`config.mk`:
```
export PLATFORM = sky130hd
export DESIGN_NAME = bram_port_arbiter
export DESIGN_NICKNAME = d
export VERILOG_FILES = /design/src/rtl/cr16_pkg.sv /design/src/rtl/bram_port_arbiter.sv
export SDC_FILE = /design/constraint.sdc
export NUM_CORES = 1
export LEC_CHECK = 0
export ABC_AREA = 1
export CORE_MARGIN = 5
export CORE_UTILIZATION = 23
export DETAILED_ROUTE_END_ITERATION = 10
export HOLD_SLACK_MARGIN = 0.05
export PLACE_DENSITY = 0.92
export SLEW_MARGIN = 20
export SYNTH_ARGS = -nofsm -noshare
export SYNTH_HDL_FRONTEND = slang
export SYNTH_SLANG_ARGS = --single-unit
```
`constraint.sdc`:
```
create_clock -name I_CLK -period 1.94 [get_ports I_CLK]
set_clock_uncertainty 0.05 [all_clocks]
set_input_delay 0.291 -clock I_CLK [delete_from_list [all_inputs] [get_ports I_CLK]]
set_output_delay 0.291 -clock I_CLK [all_outputs]
set_load 0.02 [all_outputs]
```
`src/rtl/cr16_pkg.sv`:
```
// Shared CR16 types: arbiter FSM state encoding and
// requester index constants for the BRAM port arbiter.
package cr16_pkg;

    typedef enum logic [1:0] {
        IDLE    = 2'd0,
        GRANT_0 = 2'd1,
        GRANT_1 = 2'd2
    } arb_state_t;

    localparam logic REQ_CPU = 1'b0;
    localparam logic REQ_EXT = 1'b1;

endpackage

```
`src/rtl/bram_port_arbiter.sv`:
```
// Round-robin arbiter sharing BRAM port A between the CR16 core (req 0)
// and the loader/debug port (req 1), with a bounded hold per grant.
// Ports:
//   I_CLK, I_RESET                   clock, sync active-high reset
//   I_REQ_x, I_ADDRESS_x, I_DATA_x,
//   I_WRITE_ENABLE_x                 requester x access (x = 0, 1)
//   O_GRANT_x                        registered grant, decoded from state
//   O_DATA_x, O_DATA_VALID_x         read data and one-cycle valid strobe
//   O_MEM_ADDRESS, O_MEM_DATA,
//   O_MEM_WRITE_ENABLE, I_MEM_DATA   BRAM port A
module bram_port_arbiter
    import cr16_pkg::*;
#(
    parameter int P_DATA_WIDTH    = 16,
    parameter int P_ADDRESS_WIDTH = 16,
    parameter int P_MAX_HOLD      = 4
) (
    input  logic                       I_CLK,
    input  logic                       I_RESET,

    input  logic                       I_REQ_0,
    input  logic [P_ADDRESS_WIDTH-1:0] I_ADDRESS_0,
    input  logic [P_DATA_WIDTH-1:0]    I_DATA_0,
    input  logic                       I_WRITE_ENABLE_0,

    input  logic                       I_REQ_1,
    input  logic [P_ADDRESS_WIDTH-1:0] I_ADDRESS_1,
    input  logic [P_DATA_WIDTH-1:0]    I_DATA_1,
    input  logic                       I_WRITE_ENABLE_1,

    output logic                       O_GRANT_0,
    output logic                       O_GRANT_1,
    output logic [P_DATA_WIDTH-1:0]    O_DATA_0,
    output logic [P_DATA_WIDTH-1:0]    O_DATA_1,
    output logic                       O_DATA_VALID_0,
    output logic                       O_DATA_VALID_1,

    output logic [P_ADDRESS_WIDTH-1:0] O_MEM_ADDRESS,
    output logic [P_DATA_WIDTH-1:0]    O_MEM_DATA,
    output logic                       O_MEM_WRITE_ENABLE,
    input  logic [P_DATA_WIDTH-1:0]    I_MEM_DATA
);

    // One bit minimum so P_MAX_HOLD = 1 still elaborates.
    localparam int HOLD_W = (P_MAX_HOLD > 1) ? $clog2(P_MAX_HOLD) : 1;
    localparam logic [HOLD_W-1:0] HOLD_LAST = HOLD_W'(P_MAX_HOLD - 1);

    arb_state_t        state;
    arb_state_t        state_next;
    logic [HOLD_W-1:0] hold_count;
    logic [HOLD_W-1:0] hold_next;
    logic              last_served;
    logic              last_next;

    logic              grant_0;
    logic              grant_1;
    logic              accept_0;
    logic              accept_1;
    logic              valid_0_q;
    logic              valid_1_q;

    assign grant_0  = (state == GRANT_0);
    assign grant_1  = (state == GRANT_1);
    assign accept_0 = I_REQ_0 && grant_0;
    assign accept_1 = I_REQ_1 && grant_1;

    assign O_GRANT_0      = grant_0;
    assign O_GRANT_1      = grant_1;
    assign O_DATA_0       = I_MEM_DATA;
    assign O_DATA_1       = I_MEM_DATA;
    assign O_DATA_VALID_0 = valid_0_q;
    assign O_DATA_VALID_1 = valid_1_q;

    // Port mux: follows the grant combinationally, so a write
    // accepted during a reset cycle still reaches the BRAM.
    always_comb begin
        O_MEM_ADDRESS      = '0;
        O_MEM_DATA         = '0;
        O_MEM_WRITE_ENABLE = 1'b0;
        if (grant_0) begin
            O_MEM_ADDRESS      = I_ADDRESS_0;
            O_MEM_DATA         = I_DATA_0;
            O_MEM_WRITE_ENABLE = I_WRITE_ENABLE_0 && accept_0;
        end else if (grant_1) begin
            O_MEM_ADDRESS      = I_ADDRESS_1;
            O_MEM_DATA         = I_DATA_1;
            O_MEM_WRITE_ENABLE = I_WRITE_ENABLE_1 && accept_1;
        end
    end

    always_comb begin
        state_next = state;
        hold_next  = hold_count;
        last_next  = last_served;
        unique case (state)
            IDLE: begin
                if (I_REQ_0 && I_REQ_1) begin
                    // Tie goes to whoever was not served last.
                    state_next = (last_served == REQ_EXT) ? GRANT_0 : GRANT_1;
                end else if (I_REQ_0) begin
                    state_next = GRANT_0;
                end else if (I_REQ_1) begin
                    state_next = GRANT_1;
                end
            end
            GRANT_0: begin
                if (!I_REQ_0) begin
                    state_next = I_REQ_1 ? GRANT_1 : IDLE;
                end else if (I_REQ_1 && hold_count == HOLD_LAST) begin
                    state_next = GRANT_1;
                end else if (hold_count != HOLD_LAST) begin
                    hold_next = hold_count + 1'b1;
                end
            end
            GRANT_1: begin
                if (!I_REQ_1) begin
                    state_next = I_REQ_0 ? GRANT_0 : IDLE;
                end else if (I_REQ_0 && hold_count == HOLD_LAST) begin
                    state_next = GRANT_0;
                end else if (hold_count != HOLD_LAST) begin
                    hold_next = hold_count + 1'b1;
                end
            end
            default: state_next = IDLE;
        endcase

        // Any grant entry restarts the hold window and records the owner.
        if (state_next != state) begin
            hold_next = '0;
            if (state_next == GRANT_0) begin
                last_next = REQ_CPU;
            end else if (state_next == GRANT_1) begin
                last_next = REQ_EXT;
            end
        end
    end

    always_ff @(posedge I_CLK) begin
        if (I_RESET) begin
            state       <= IDLE;
            hold_count  <= '0;
            last_served <= REQ_EXT;
            valid_0_q   <= 1'b0;
            valid_1_q   <= 1'b0;
        end else begin
            state       <= state_next;
            hold_count  <= hold_next;
            last_served <= last_next;
            valid_0_q   <= accept_0 && !I_WRITE_ENABLE_0;
            valid_1_q   <= accept_1 && !I_WRITE_ENABLE_1;
        end
    end

endmodule

```
==> qor.json, run 1 <==
{
  "worst_setup_path": {
    "flop_to_flop_setup_slack_ps": 180,
    "critical-path-max-stage-delay_ps": 370,
    "worstPathRequired_ps": 1600,
    "worst_reg_to_reg_cells": 12,
    "worst_setup_path_start_kind": "flop",
    "r2r_start": "state[0]$_SDFF_PP0_",
    "critical_path_class": "reg2out",
    "critPathArrivalTime_ps": 1490,
    "cp_slowest_cell": "sky130_fd_sc_hd__dfxtp_4",
    "critPathMaxFanout": 17,
    "endpoint_kind": "primary output",
    "crit_path_cell_chain": "inv_2 -> nand2_1 -> inv_1 -> buf_12 -> a22o_1 -> dlygate4sd2_1",
    "crit-reg2reg-capture": "last_served$_SDFFE_PP1P_"
  },
  "place": {
    "gpl.final_weighted_congestion": 0.925,
    "hpwlAfterDp_um": 3290,
    "placed_area_um2": 1990,
    "io_buffers": 106
  },
  "synth": {
    "synth_sequential_area_ratio_pct": 14.1,
    "multiplexer_share_of_the_synthesized_area_pct": 0,
    "synth.ff_latch_count": 7,
    "synth_area_leader_cell": "sky130_fd_sc_hd__a22o_1",
    "yosysTopAreaCellShare_pct": 29.1,
    "synth_simple_gate_area_share_pct": 17.4,
    "syn_avg_cell_area_um2": 7.10,
    "syn_area_um2": 993,
    "synth_area_leaders": "sky130_fd_sc_hd__a22o_1 29%, sky130_fd_sc_hd__buf_4 24%, sky130_fd_sc_hd__dfxtp_1 14%",
    "combinational_family_with_the_most_area_after_synthesis": "compound AO/OA/AOI/OAI gates",
    "yosys.area_share.xor_xnor_pct": 0,
    "post_synth_inst_count": 140,
    "synth_fa_ha_area_share_pct": 2.52,
    "compound_gate_fraction_of_synth_area_pct": 33.5,
    "synth_cell_type_count": 20,
    "ys_warn_count": 0,
    "synthesis.nets": 228
  },
  "global_route": {
    "grt_first_pass_wirelength_um": 5540,
    "largest_net_degree_at_the_start_of_global_routing": 34,
    "grt_pass1_vias": 1256,
    "grt_remaining_overflow": 0,
    "initial_antenna_violation_count": 0,
    "gr-usage-all-layers_pct": 12.2
  },
  "floorplan": {
    "fp-row-count": 24,
    "num_io_pins": 155,
    "fp.dieArea_um2": 5730,
    "die_width_um": 75.7,
    "fp.dieH_um": 75.7,
    "core_um2": 4260,
    "start_util_pct": 23.3
  },
  "min_path": {
    "hp-start": "hold_count[1]$_SDFFE_PP0P_",
    "timing.hold.worst.class": "reg2reg",
    "min_to": "hold_count[1]$_SDFFE_PP0P_",
    "timing.hold.worst_path_depth": 2
  },
  "cells_and_area": {
    "antenna-diode-count": 0,
    "final_design_area_no_fill_um2": 2010,
    "post_route_cells_drive_above_1_share_pct": 9.73,
    "layout.nets": 315,
    "area_growth_syn_to_layout_pct": 102,
    "final.fill_count": 430
  },
  "drt": {
    "met1Wirelength_um": 1410,
    "met2RoutedLength_um": 1960,
    "dr_total_vias": 1318,
    "post_drt_wl_per_cell_um": 14.3,
    "detail_route.wirelength_um": 3970,
    "firstDrtPassIters": 4,
    "dr.max_layer_used": "met4",
    "detail_route.drc_violations": 0,
    "detail_route.vias_per_cell": 4.74,
    "met3_length_um": 585,
    "route.antenna.remaining_nets": 0,
    "first_iter_violations": 37
  },
  "power": {
    "power_density_nw_per_um2": 513,
    "irDropWorstVdd_v": 0.000777,
    "p_leak_nw": 0.973
  },
  "sta": {
    "setup-violations-final": 0,
    "headroom_to_the_max_slew_limit_pct": 83.9,
    "final_max_tran_viols": 0,
    "timing.final.hold_violations": 0,
    "max_clock_freq_mhz": 545,
    "period_needed_ps": 1830,
    "tns_ps": 0,
    "final_min_period_over_clock_period_pct": 94.6,
    "worst_tran_pin_value_ps": 239,
    "rsz0062_at_grt": "no"
  },
  "clocking": {
    "cts.repair_timing.setup_buffer_count": 0,
    "cell_at_the_root_of_the_clock_tree": "sky130_fd_sc_hd__clkbuf_8",
    "tritoncts": "yes",
    "total_clock_sinks": 7,
    "tritoncts.num_buffers": 3,
    "clockBufferDepth": 2,
    "cts-htree-levels": 1,
    "worst_skew_pair.late_latency_ps": 220,
    "clkSlewWorstSetupHoldPaths_ps": 40
  },
  "status": {
    "outcome": "completed"
  },
  "job": {
    "cap_viol_max_count": 0
  }
}
## through the flow
step | hold slack, ps | std cells | setup slack, ps | util (%) | power, mW
final | 421 | 278 | 105 | 47.2 | 1.03
after detailed placement | 417 | 274 | -111 | 46.7 | 0.889
after floorplan | 318 | 140 | 410 | - | 0.579
after global placement | 406 | 274 | -109 | 46.7 | 0.876
after CTS | 422 | 278 | 61.8 | 46.8 | 1.04
after global routing | 450 | 278 | 9.91 | 47.2 | 1.10
## worst max-delay path, delay by kind of cell, from the launching register on
family	cells	cell delay, ps
AO/OA/AOI/OAI	1	200
buffers and inverters	4	630
flip-flops	1	370
AND/OR/NAND/NOR	1	60
## final cells by class
cell class	count	area (µm²)	area share [%]
flip-flops and latches	7	144	7.16
repair buffers	120	1170	58.4
well taps	52	65.1	3.24
multi-input cells	81	531	26.4
inverters	14	52.6	2.61
clock buffers	4	45.0	2.24
## sequential cells by signal, summed over array words and instances, names as in the netlist
signal and count:
O_DATA_VALID_1 1, state 2, hold_count 2, O_DATA_VALID_0 1, last_served 1
## worst max-delay path by stage
stage                                from                  endpoint  slack [ps]  cells after the start
6_report              state[1]$_SDFF_PP0_             O_MEM_DATA[6]         110                      6
5_1_grt               state[1]$_SDFF_PP0_             O_MEM_DATA[2]          10                      6
4_1_cts               state[1]$_SDFF_PP0_         O_MEM_ADDRESS[10]          60                      6
3_5_place_dp                      I_REQ_0        O_MEM_WRITE_ENABLE        -110                      5
3_3_place_gp                      I_REQ_0        O_MEM_WRITE_ENABLE        -110                      5
2_1_floorplan  hold_count[0]$_SDFFE_PP0P_  last_served$_SDFFE_PP1P_         410                     10
## kinds of logic (layout without fill, tap and decap cells)
kind of cell | after synthesis | in the layout
adders and majority gates | 2 | 2
DFF | 7 | 7
and+or+nand+nor | 38 | 38
AOI/OAI and AO/OA | 41 | 41
buffers and inverters | 52 | 138
## metal layers
metal  track usage (%)  up-vias
met5                 0        -
met4              1.55        0
met3              4.35        6
met2              23.5       74
met1              12.9      607
li1                  -      631
## synthesized netlist by cell type
cell type,number
sky130_fd_sc_hd__nor3_1,1
sky130_fd_sc_hd__nor2_2,2
sky130_fd_sc_hd__or2_0,1
sky130_fd_sc_hd__nand3_1,8
sky130_fd_sc_hd__nand2b_1,1
sky130_fd_sc_hd__o21ai_0,2
sky130_fd_sc_hd__nand2_1,20
sky130_fd_sc_hd__a22o_1,33
sky130_fd_sc_hd__dfxtp_1,7
sky130_fd_sc_hd__inv_2,1
sky130_fd_sc_hd__buf_4,32
sky130_fd_sc_hd__nand3_2,1
sky130_fd_sc_hd__inv_1,13
sky130_fd_sc_hd__a21oi_1,4
sky130_fd_sc_hd__a31oi_1,1
sky130_fd_sc_hd__nor4_1,1
sky130_fd_sc_hd__nor2_1,3
sky130_fd_sc_hd__o21bai_1,1
sky130_fd_sc_hd__buf_2,6
sky130_fd_sc_hd__ha_1,2
## power by group
part / internal [mW] / total, mW / switching, mW
clock: 0.142 / 0.202 / 0.0605
sequential: 0.158 / 0.173 / 0.0148
combinational: 0.350 / 0.657 / 0.306
## cell usage in the layout, fill, tap and decap left out, types with 2 or more instances in the layout
master,netlist,layout
sky130_fd_sc_hd__clkdlybuf4s50_1,0,71
sky130_fd_sc_hd__a22o_1,33,33
sky130_fd_sc_hd__dlygate4sd2_1,0,24
sky130_fd_sc_hd__nand2_1,20,20
sky130_fd_sc_hd__inv_1,13,13
sky130_fd_sc_hd__clkdlybuf4s15_1,0,11
sky130_fd_sc_hd__buf_4,32,11
sky130_fd_sc_hd__nand3_1,8,8
sky130_fd_sc_hd__dfxtp_1,7,6
sky130_fd_sc_hd__a21oi_1,4,4
sky130_fd_sc_hd__nor2_1,3,3
sky130_fd_sc_hd__clkbuf_8,0,3
sky130_fd_sc_hd__buf_12,0,3
sky130_fd_sc_hd__nor2_2,2,2
sky130_fd_sc_hd__ha_1,2,2
## timing repair
item | in CTS | in global routing
endpoints found under the hold margin | 0 | 0
endpoints found under the setup margin | 35 | 14
gates resized for setup | 36 | 13
pin swaps | 0 | 0
hold buffers | 0 | 0
No activity file was read; power rests on OpenSTA's default activity.
==> run 2, diff against run 1 <==
--- a/config.mk
+++ b/config.mk
@@ -6,7 +6,6 @@
 export NUM_CORES = 1
 export LEC_CHECK = 0
 export ABC_AREA = 1
-export CORE_MARGIN = 5
 export CORE_UTILIZATION = 23
 export DETAILED_ROUTE_END_ITERATION = 10
 export HOLD_SLACK_MARGIN = 0.05
==> qor.json, run 2 (synthesis results as in run 1) <==
{
  "clocking": {
    "clockBufferDepth": {"value": 2, "change": "unchanged"},
    "tritoncts.num_buffers": {"value": 3, "change": "unchanged"},
    "total_clock_sinks": {"value": 7, "change": "unchanged"},
    "tritoncts": "yes",
    "worst_skew_pair.late_latency": {"value": 230, "unit": "ps", "change": "about the same"},
    "cts-htree-levels": {"value": 1, "change": "unchanged"},
    "cell_at_the_root_of_the_clock_tree": "sky130_fd_sc_hd__clkbuf_8",
    "clkSlewWorstSetupHoldPaths": {"value": 40, "unit": "ps", "change": "about the same"},
    "cts-hold-fix-buffers": {"value": 0, "change": "unchanged"}
  },
  "global_route": {
    "initial_antenna_violation_count": {"value": 0, "change": "unchanged"},
    "grt_remaining_overflow": {"value": 0, "change": "unchanged"},
    "grt_pass1_vias": {"value": 1217, "change": "-3.1%"},
    "gr-usage-all-layers": {"value": 15.8, "unit": "%", "change": "+3.6 points"},
    "largest_net_degree_at_the_start_of_global_routing": {"value": 34, "change": "unchanged"},
    "grt_first_pass_wirelength": {"value": 5500, "unit": "µm", "change": "-0.74%"}
  },
  "power": {
    "irDropWorstVdd": {"value": 0.000409, "unit": "V", "change": "-47%"},
    "power_density": {"value": 516, "unit": "nW/µm²", "change": "+0.46%"},
    "power.total": {"value": 1.02, "unit": "mW", "change": "-0.98%"},
    "p_leak": {"value": 1.01, "unit": "nW", "change": "+3.6%"}
  },
  "drt": {
    "detail_route.vias_per_cell": {"value": 4.63, "change": "-2.3%"},
    "firstDrtPassIters": {"value": 4, "change": "unchanged"},
    "detail_route.drc_violations": {"value": 0, "change": "unchanged"},
    "route.antenna.remaining_nets": {"value": 0, "change": "unchanged"},
    "detail_route.wirelength": {"value": 3830, "unit": "µm", "change": "-3.5%"},
    "first_iter_violations": {"value": 32, "change": "-14%"},
    "post_drt_wl_per_cell": {"value": 13.9, "unit": "µm", "change": "-2.8%"},
    "dr_total_vias": {"value": 1278, "change": "-3.0%"}
  },
  "worst_setup_path": {
    "crit-reg2reg-capture": "last_served$_SDFFE_PP1P_",
    "worst_reg_to_reg_cells": {"value": 12, "change": "unchanged"},
    "critPathMaxFanout": {"value": 23, "change": "+6"},
    "worst_setup_path_start_kind": "flop",
    "cp_slowest_cell": "sky130_fd_sc_hd__dfxtp_1",
    "path_common_cell": "sky130_fd_sc_hd__inv_1",
    "worstPathRequired": {"value": 1600, "unit": "ps", "change": "about the same"},
    "crit_path_cell_chain": "inv_1 -> nand2_1 -> inv_1 -> buf_12 -> a22o_1 -> dlygate4sd2_1",
    "worst-path-buf-inv": {"value": 4, "change": "unchanged"},
    "endpoint_kind": "primary output",
    "r2r_start": "state[0]$_SDFF_PP0_",
    "cp_top_family": "buffers and inverters",
    "critical-path-max-stage-delay": {"value": 340, "unit": "ps", "change": "-30 ps"},
    "critPathArrivalTime": {"value": 1500, "unit": "ps", "change": "about the same"},
    "critical_path_class": "reg2out",
    "flop_to_flop_setup_slack": {"value": 160, "unit": "ps", "change": "-20 ps"}
  },
  "sta": {
    "final_min_period_over_clock_period": {"value": 95.0, "unit": "%", "change": "+0.46 points"},
    "rsz0062_at_grt": "no",
    "timing.final.hold_violations": {"value": 0, "change": "unchanged"},
    "final_max_tran_viols": {"value": 0, "change": "unchanged"},
    "setup-violations-final": {"value": 0, "change": "unchanged"},
    "hold-worst-slack": {"value": 423, "unit": "ps", "change": "+1.92 ps"},
    "max_clock_freq": {"value": 542, "unit": "MHz", "change": "-0.48%"},
    "worst_slack": {"value": 96.3, "unit": "ps", "change": "-8.87 ps"},
    "period_needed": {"value": 1840, "unit": "ps", "change": "+8.87 ps"},
    "headroom_to_the_max_slew_limit": {"value": 79.5, "unit": "%", "change": "-4.4 points"},
    "tns": {"value": 0, "unit": "ps", "change": "unchanged"},
    "worst_tran_pin_value": {"value": 304, "unit": "ps", "change": "+64.7 ps"}
  },
  "cells_and_area": {
    "most-common-layout-cells": "71 x sky130_fd_sc_hd__clkdlybuf4s50_1, 33 x sky130_fd_sc_hd__a22o_1, 32 x sky130_fd_sc_hd__dlygate4sd2_1",
    "area_growth_syn_to_layout_pct": 99.5,
    "layout_commonest_cell": "sky130_fd_sc_hd__clkdlybuf4s50_1",
    "antenna-diode-count": {"value": 0, "change": "unchanged"},
    "multi_input_comb_area": {"value": 531, "unit": "µm²", "change": "unchanged"},
    "layout.nets": {"value": 315, "change": "unchanged"},
    "largest_registers_in_the_final_layout": "hold_count: 2 flops, state: 2 flops",
    "area.sequential": {"value": 140, "unit": "µm²", "change": "-2.6%"},
    "post_route_cells_drive_above_1_share": {"value": 9.73, "unit": "%", "change": "unchanged"},
    "final.fill_count": {"value": 413, "change": "-4.0%"}
  },
  "floorplan": {
    "fp-row-count": {"value": 23, "change": "-4.2%"},
    "num_io_pins": {"value": 155, "change": "unchanged"},
    "die_width": {"value": 67.7, "unit": "µm", "change": "-11%"},
    "fp.dieH": {"value": 67.7, "unit": "µm", "change": "-11%"},
    "core": {"value": 4090, "unit": "µm²", "change": "-4.2%"},
    "start_util": {"value": 24.3, "unit": "%", "change": "+1.0 points"},
    "fp.dieArea": {"value": 4590, "unit": "µm²", "change": "-20%"}
  },
  "min_path": {
    "min_to": "hold_count[1]$_SDFFE_PP0P_",
    "timing.hold.worst.class": "reg2reg",
    "hp-start": "hold_count[1]$_SDFFE_PP0P_",
    "timing.hold.worst_path_depth": {"value": 2, "change": "unchanged"}
  },
  "status": {
    "outcome": "completed"
  },
  "job": {
    "cap_viol_max_count": {"value": 0, "change": "unchanged"}
  },
  "place": {
    "hpwlAfterDp": {"value": 3120, "unit": "µm", "change": "-5.1%"},
    "io_buffers": {"value": 106, "change": "unchanged"},
    "placement.setup.worst_slack": {"value": -120, "unit": "ps", "change": "-9.10 ps"},
    "gpl.final_weighted_congestion": {"value": 0.932, "change": "+0.79%"}
  }
}
-- run 2: changes by cell type in the layout (fill, tap and decap cells not counted) --
cell / before / now
sky130_fd_sc_hd__dfxtp_1: 6 / 7
sky130_fd_sc_hd__dlymetal6s2s_1: 0 / 1
sky130_fd_sc_hd__dlygate4sd2_1: 24 / 32
sky130_fd_sc_hd__dfxtp_4: 1 / 0
sky130_fd_sc_hd__o21ai_1: 1 / 0
sky130_fd_sc_hd__o21ai_0: 1 / 2
sky130_fd_sc_hd__buf_12: 3 / 2
sky130_fd_sc_hd__buf_4: 11 / 13
sky130_fd_sc_hd__clkdlybuf4s15_1: 11 / 1
-- run 2: timing repair --
item                       in CTS  in global routing
pin swaps                       0                  0
resized for setup              33                  2
cloned                          0                  0
buffers inserted                0                  0
setup endpoints to repair      33                  2
-- run 2: how the worst max path moves through the flow --
stage	start	to	slack, ps	cells past startpoint
2_1_floorplan	hold_count[0]$_SDFFE_PP0P_	last_served$_SDFFE_PP1P_	410	10
3_3_place_gp	I_REQ_0	O_MEM_WRITE_ENABLE	-120	5
3_5_place_dp	I_REQ_0	O_MEM_WRITE_ENABLE	-120	5
4_1_cts	state[1]$_SDFF_PP0_	O_GRANT_0	30	5
5_1_grt	state[0]$_SDFF_PP0_	last_served$_SDFFE_PP1P_	2	12
6_report	state[0]$_SDFF_PP0_	O_MEM_DATA[0]	100	6
-- run 2: metal layers --
| metal | up-vias | track usage [%] | wire (µm) |
|---|---|---|---|
| li1 | 632 | - | - |
| met1 | 568 | 17.2 | 1490 |
| met2 | 70 | 28.6 | 1820 |
| met3 | 8 | 5.91 | 500 |
| met4 | 0 | 3.72 | 29 |
| met5 | - | 0 | 0 |
-- run 2: layout make-up --
class | instances | area share, %
multi-input cells | 81 | 26.8
inverters | 14 | 2.65
flip-flops and latches | 7 | 7.07
well taps | 50 | 3.16
clock buffers | 4 | 2.27
repair buffers | 120 | 58.1
-- run 2: worst reg2reg max path, delay by kind of cell, from the launching register on --
family                   cells  cell delay [ps]
buffers and inverters        4              380
adder cells (fa/ha/maj)      1              320
AND/OR/NAND/NOR              6              420
flip-flops                   1              340
AO/OA/AOI/OAI                1              150
-- run 2: stage by stage --
stage                     area [µm²]  instances  util [%]
final                           1980        276      48.5
after global routing            1980        276      48.5
after CTS                       1980        276      48.4
after detailed placement        1970        272      48.3
after global placement          1970        272      48.3
after floorplan                  993        140         -
-- run 2: report_power, final --
part           switching [mW]  leakage [nW]  total [mW]  internal (mW)
Combinational           0.309         0.928       0.649          0.341
Sequential             0.0109        0.0571       0.168          0.157
Clock                  0.0623        0.0228       0.204          0.142
Total                   0.382          1.01        1.02          0.640
